$ cat src/rtl/cnn_layer2_controller.sv
// Sequencing FSM for the layer-2 CNN datapath: filter load, window load, 16-step MAC, shift, memory commit.
// Define CNN_L2_CTRL_PERF_CNT_EN to add the perf_cycles / perf_stalls counters.
`timescale 1ns/1ps
module cnn_layer2_controller #(
  parameter int unsigned KERNEL_COUNT = 4,
  parameter int unsigned NUM_OUTPUTS  = 100
) (
  input  logic                    clk,
  input  logic                    rst,
  input  logic                    start,
  input  logic                    filt_valid,
  output logic                    filt_ready,
  input  logic                    win_valid,
  output logic                    win_ready,
  input  logic                    cout_filter_write_index,
  input  logic                    cout_window_write_index,
  input  logic                    cout_mac_index,
  output logic [KERNEL_COUNT-1:0] filter_wr_en,
  output logic                    write_filter_buff_counter_en,
  output logic                    window_wr_en,
  output logic                    write_window_counter_en,
  output logic                    read_filter_buff_counter_en,
  output logic                    mac_en,
  output logic                    mac_clr,
  output logic                    shift_reg_en,
  output logic                    mem_wr_en,
  output logic                    load_w,
  output logic                    done,
  output logic                    busy
`ifdef CNN_L2_CTRL_PERF_CNT_EN
  ,
  output logic [31:0]             perf_cycles,
  output logic [31:0]             perf_stalls
`endif
);

  localparam int unsigned KW        = (KERNEL_COUNT > 1) ? $clog2(KERNEL_COUNT) : 1;
  localparam int unsigned TOTAL_WIN = 4 * NUM_OUTPUTS;
  localparam int unsigned WCW       = $clog2(TOTAL_WIN + 1);
  localparam logic [KERNEL_COUNT-1:0] K0_SEL = KERNEL_COUNT'(1) << (KERNEL_COUNT - 1);

  typedef enum logic [2:0] {
    S_IDLE, S_LOAD_FILT, S_LOAD_WIN, S_MAC, S_SHIFT, S_WRITE, S_DONE
  } state_t;

  state_t          state, state_nxt;
  logic [KW-1:0]   kidx, kidx_nxt;
  logic [WCW-1:0]  win_cnt, win_cnt_nxt;
  logic [1:0]      grp, grp_nxt;

  // Next-state and pass-counter logic
  always_comb begin
    state_nxt   = state;
    kidx_nxt    = kidx;
    win_cnt_nxt = win_cnt;
    grp_nxt     = grp;
    case (state)
      S_IDLE: begin
        if (start) begin
          state_nxt   = S_LOAD_FILT;
          kidx_nxt    = '0;
          win_cnt_nxt = '0;
          grp_nxt     = '0;
        end
      end
      S_LOAD_FILT: begin
        if (filt_valid && cout_filter_write_index) begin
          if (kidx == KW'(KERNEL_COUNT - 1)) state_nxt = S_LOAD_WIN;
          else                               kidx_nxt  = kidx + KW'(1);
        end
      end
      S_LOAD_WIN: begin
        if (win_valid && cout_window_write_index) state_nxt = S_MAC;
      end
      S_MAC: begin
        if (cout_mac_index) state_nxt = S_SHIFT;
      end
      S_SHIFT: begin
        win_cnt_nxt = (win_cnt == WCW'(TOTAL_WIN)) ? win_cnt : win_cnt + WCW'(1);
        grp_nxt     = grp + 2'd1;
        state_nxt   = (grp == 2'd3) ? S_WRITE : S_LOAD_WIN;
      end
      S_WRITE: begin
        state_nxt = (win_cnt == WCW'(TOTAL_WIN)) ? S_DONE : S_LOAD_WIN;
      end
      S_DONE:  state_nxt = S_IDLE;
      default: state_nxt = S_IDLE;
    endcase
  end

  // State register; state-only outputs are registered from the next state so they align with it
  always_ff @(posedge clk or negedge rst) begin
    if (!rst) begin
      state                       <= S_IDLE;
      kidx                        <= '0;
      win_cnt                     <= '0;
      grp                         <= '0;
      filt_ready                  <= 1'b0;
      win_ready                   <= 1'b0;
      mac_en                      <= 1'b0;
      read_filter_buff_counter_en <= 1'b0;
      shift_reg_en                <= 1'b0;
      mac_clr                     <= 1'b0;
      mem_wr_en                   <= 1'b0;
      load_w                      <= 1'b0;
      done                        <= 1'b0;
      busy                        <= 1'b0;
    end else begin
      state                       <= state_nxt;
      kidx                        <= kidx_nxt;
      win_cnt                     <= win_cnt_nxt;
      grp                         <= grp_nxt;
      filt_ready                  <= (state_nxt == S_LOAD_FILT);
      win_ready                   <= (state_nxt == S_LOAD_WIN);
      mac_en                      <= (state_nxt == S_MAC);
      read_filter_buff_counter_en <= (state_nxt == S_MAC);
      shift_reg_en                <= (state_nxt == S_SHIFT);
      mac_clr                     <= (state_nxt == S_SHIFT);
      mem_wr_en                   <= (state_nxt == S_WRITE);
      load_w                      <= (state_nxt == S_WRITE);
      done                        <= (state_nxt == S_DONE);
      busy                        <= (state_nxt != S_IDLE);
    end
  end

  // Handshake-qualified enables: only an accepted transfer advances anything
  assign write_filter_buff_counter_en = filt_ready & filt_valid;
  assign window_wr_en                 = win_ready & win_valid;
  assign write_window_counter_en      = win_ready & win_valid;

  always_comb begin
    filter_wr_en = '0;
    if (filt_ready && filt_valid) filter_wr_en = K0_SEL >> kidx;
  end

`ifdef CNN_L2_CTRL_PERF_CNT_EN
  // Busy-cycle and upstream-stall counters, restarted when a pass is accepted
  always_ff @(posedge clk or negedge rst) begin
    if (!rst) begin
      perf_cycles <= '0;
      perf_stalls <= '0;
    end else if (state == S_IDLE) begin
      if (start) begin
        perf_cycles <= '0;
        perf_stalls <= '0;
      end
    end else begin
      perf_cycles <= perf_cycles + 32'(1);
      if ((state == S_LOAD_FILT && !filt_valid) || (state == S_LOAD_WIN && !win_valid))
        perf_stalls <= perf_stalls + 32'(1);
    end
  end
`endif

endmodule
$ cat config.mk
export PLATFORM = sky130hd
export DESIGN_NAME = cnn_layer2_controller
export DESIGN_NICKNAME = d
export VERILOG_FILES = /design/src/rtl/cnn_layer2_controller.sv
export SDC_FILE = /design/constraint.sdc
export NUM_CORES = 1
export LEC_CHECK = 0
export BUFFER_PORTS_ARGS = -buffer_cell sky130_fd_sc_hd__buf_4
export CAP_MARGIN = 40
export CORE_UTILIZATION = 30
export DETAILED_ROUTE_END_ITERATION = 8
export PLACE_DENSITY = 0.55
export RECOVER_POWER = 50
export SKIP_LAST_GASP = 1
export SLEW_MARGIN = 20
export SYNTH_ARGS = -nofsm -noshare
export SYNTH_HDL_FRONTEND = slang
export SYNTH_SLANG_ARGS = --single-unit
export TNS_END_PERCENT = 1
$ cat constraint.sdc
create_clock -name clk -period 1.9 [get_ports clk]
set_input_delay 0.38 -clock clk [delete_from_list [all_inputs] [get_ports clk]]
set_output_delay 0.38 -clock clk [all_outputs]
set_load 0.02 [all_outputs]
# Yosys cells after proc, flatten, opt, wreduce, memory -nomap -nowiden
# Cells that the tools add are included.
# classes
addsub	3
n_mul	0
n_div	0
n_lt_le_gt_ge	0
n_eq_ne	18
shift	1
n_mux	17
n_bitwise	2
n_reduce_logical	10
# op_table
op	n
2-to-1 mux 3 bit	7
2-to-1 mux 9 bit	2
one-hot mux 3 bit (6 select lines)	1
one-hot mux 9 bit (2 select lines)	1
== test 3 bit (second input constant)	5
== test 3 x 2 -> 1 bit (second input constant)	4
adder 9 x 1 -> 9 bit (second input constant)	1
== test 9 bit (second input constant)	1
!= test 2 bit (second input constant)	4
one-hot mux 2 bit (2 select lines)	2
== test 3 x 1 -> 1 bit (second input constant)	2
2-to-1 mux 2 bit	3
adder 2 x 1 -> 2 bit (second input constant)	2
== test 2 bit (second input constant)	2
2-to-1 mux 4 bit	1
AND reduction 4 bit	1
nonzero test 2 bit	2
right shift 4 x 2 -> 4 bit (first input constant)	1
logical AND 1 bit	3
zero test 3 bit	1
AND reduction 3 bit	1
nonzero test 3 bit	1
AND 1 bit	2
AND reduction 2 bit	1
# totals
reg_bits	23
latchBits	0
mem_bits_rw	0
rom_bits	0
output_inout_bits	17
memories	0

# Depth between registers and ports, before layout
# depth
depth_word	5
ltp_mapped	6
ltp_nobuf	6

# Worst setup path after synthesis
# OpenSTA, ideal clock, no wires.
# synth_timing
path_type	reg-to-reg
from	register win_cnt[0]
to	register win_cnt[0]
setup_ns	0.121
arrival_ns	1.668
required_time_ns	1.779
setup_slack_ns	0.111
stages_incl_launch_ff	7
synth_period_minus_slack_ns	1.789
cell_sequence	dfrtp_1 -> inv_1 -> ha_1 -> or4b_4 -> nor2_4 -> mux2_1 -> a22o_1
# synth_via
elab_chain_cells	3
# synth_rtl
element	line	source
from (decl)	48	logic [WCW-1:0] win_cnt, win_cnt_nxt;
from (signal assigned)	111	win_cnt <= win_cnt_nxt;
adder 9 x 1 -> 9 bit / == test 9 bit (equally long branches)	79	win_cnt_nxt = (win_cnt == WCW'(TOTAL_WIN)) ? win_cnt : win_cnt + WCW'(1);
2-to-1 mux 9 bit / != test 2 bit (equally long branches)	-	
one-hot mux 9 bit (2 select lines) / AND reduction 3 bit (equally long branches)	-	
# Several ways; a longest one is shown, not always the timed one. The select of a mux whose other input is x is not followed.
# A chain may end at the register's enable or synchronous reset.

# Worst setup path in the final report
# layout_timing
from	register win_cnt[1]
to	register win_cnt[0]
# layout_via
elab_chain_cells	3
# layout_rtl
element	line
== test 9 bit	79
!= test 2 bit (no source line)	-
AND reduction 3 bit (no source line)	-
# No other way between the ends.

==> metrics.cfg <==
[final_layout]
final_common_cell=buf_4
multi_input_area_um2=637
diodes=0
seq_area_um2=576
fill_cells=413
utilization=0.388
drive_gt1_frac=0.288
nets=169
syn_to_final_growth_pct=21.9
final_cell_mix=buf_4 (26), dfrtp_1 (23), nand2_1 (9), inv_1 (8), ha_1 (7)

[synth]
yosys-top-cells-area=dfrtp_1 (45%), ha_1 (6.8%), buf_4 (2.9%), inv_1 (2.6%), nand2_1 (2.6%)
synth_largest_area_cell=dfrtp_1
synth_top_area_frac=0.446
synth_flop_cell=dfrtp_1
synth_cells=124
synth_fp_nets=139
async_reset_ff_frac=1.00
synth_area_per_cell_um2=10.4
synth_cell_types=39
synth_edf_count=0
ys_seq_area_frac=0.446
yosys_warnings=0
synth_seq_cells=23
netlist_area_um2=1290

[timing]
layout_worst_path_cycle_share=0.963
finalWorstSetupSlack_ps=69.4
setup_viol=0
worst_slew_pin_slew_ps=1250
fmaxAchievable_mhz=546
hold_violations=0
skew_ps=6.32
fin_setup_tns_ps=0
timing.final.max_slew_violations=0
fin_crit_ps=1830
hold_slack_ps=357
maxSlewHeadroom=0.165

[clock_tree]
clkTransAtPathRegs_ps=90
postCtsHoldBufs=0
worstSkewPairLatency_ps=260
cts_made_buffers=3
clock_path_buffers=2
cts_sinks=23
root_buffer=clkbuf_8
htree_levels=1
cts_tree=built

[pwr]
power.leakage_nw=0.746
ir_drop_v=0.000417
p_per_area_nw_per_um2=1110
power_mw=1.74

[floorplan]
core_area_um2=4060
start_util=0.318
ios=25
fp.dieArea_um2=4570
core.rowCount=23
die_w_um=67.6
die_h_um=67.6

[placement]
hpwl_mm=1.96
dpl_worst_slack_ps=33.5
place_congestion=0.933
io_buffers=24

[drt]
wire_per_inst_um=12.8
drt_first_pass_iters=4
vias=1012
drc=0
ant_nets=0
detail_route.vias_per_cell=4.99
routed_wl_mm=2.60
dr.first_iter.drc_count=46

[worst_setup_path]
cp.arrival_ps=1990
crit_type=reg2reg
cp.required_ps=2060
reg2regPathDepth=6
critPathCaptureType=register
worstPathMaxFanout=4
cp-start-kind=register
cp_slowest_stage_delay_ps=480
path_cells=inv_2 -> ha_1 -> or4b_4 -> nor2_4 -> mux2_4 -> a22o_1
crit_path_top_delay_cell=or4b_4

[run]
drv_cap=0

[grt]
grt_pass1_vias=974
met1_usage=0.153
grt_use_met3=0.0405
grt_max_degree=24
grt_pass1_wl_mm=4.40
gr-total-overflow=0
antenna_found_initial=0
track_usage=0.125
grtUsageMet2=0.219
grt_busiest_layer=met2

[outcome]
status=finished, final reports clean

[hold_path]
min_path_type=in2async

[power breakdown]
part,leakage (nW),internal [mW],switching (mW)
Clock,0.0255,0.146,0.161
Sequential,0.309,0.580,0.129
Combinational,0.412,0.330,0.392
Total,0.746,1.06,0.682
[layout make-up]
class,instances,share of cell area
multi-input combinational,85,0.405
sequential,23,0.366
timing repair buffer,32,0.138
tap,50,0.0398
clock buffer,3,0.0263
inverter,9,0.0215
clock inverter,1,0.00318
[critical path: cells and delay by family, from the launching register on]
kind                     cells  cell delay, ps
AND/OR/NAND/NOR              2             630
buffers and inverters        1              70
AO/OA/AOI/OAI                1             170
adder cells (fa/ha/maj)      1             120
flip-flops                   1             420
multiplexers                 1             310
[sequential cells by signal (all words and copies together) (netlist names)]
name	cells
win_cnt	9
state	3
grp	2
kidx	2
busy	1
done	1
filt_ready	1
load_w	1
mac_en	1
shift_reg_en	1
win_ready	1
[final timing paths]
path,startpoint,endpoint,slack (ps)
min in group clk,cout_mac_index,mac_en,410
max in group asynchronous,rst,state[1],800
hold / removal,rst,kidx[0],360
setup / recovery,win_cnt[1],win_cnt[0],70
hold reg to reg,grp[0],grp[0],510
setup reg to reg,win_cnt[1],win_cnt[0],70
[Yosys cell counts, types with 2 or more instances]
| cell | instances |
|---|---|
| dfrtp_1 | 23 |
| inv_1 | 9 |
| nand2_1 | 9 |
| ha_1 | 7 |
| a21oi_1 | 6 |
| o21ai_0 | 6 |
| and3_1 | 5 |
| buf_4 | 5 |
| nor2_1 | 5 |
| a31oi_1 | 3 |
| and2_1 | 3 |
| nand2b_1 | 3 |
| nand3_1 | 3 |
| or3_1 | 3 |
| a22o_1 | 2 |
| nand3b_1 | 2 |
| nand4b_1 | 2 |
| nor2_4 | 2 |
| nor2b_1 | 2 |
| nor3_1 | 2 |
| nor3_2 | 2 |
| o31ai_1 | 2 |
| xnor2_1 | 2 |
[kinds of logic (layout without fill, tap and decap cells)]
kind of cell    count (synthesis)  count (layout)  share of synthesized area
mux                             2               2                     0.0165
buf+inv                        16              45                     0.0630
fa+ha+maj                       7               7                     0.0679
xor+xnor                        2               2                     0.0136
simple gates                   51              51                      0.275
compound gates                 23              23                      0.117
flops                          23              23                      0.446
[routing by layer]
layer	vias up	part of all wire
met5	-	0
met4	0	0.0031
met3	2	0.049
met2	21	0.48
met1	493	0.46
li1	496	-
[stage by stage]
step | instances | instance area, um^2
final | 203 | 1570
after global routing | 203 | 1570
after CTS | 200 | 1570
after detailed placement | 196 | 1520
after global placement | 196 | 1520
after floorplan | 124 | 1290
[repair_timing]
action / in CTS / in global routing
resized for setup: 0 / 2
buffers inserted: 0 / 3
endpoints found under the setup margin: 0 / 1
hold endpoints to repair: 0 / 0
Power figures use the tool's default switching activity.
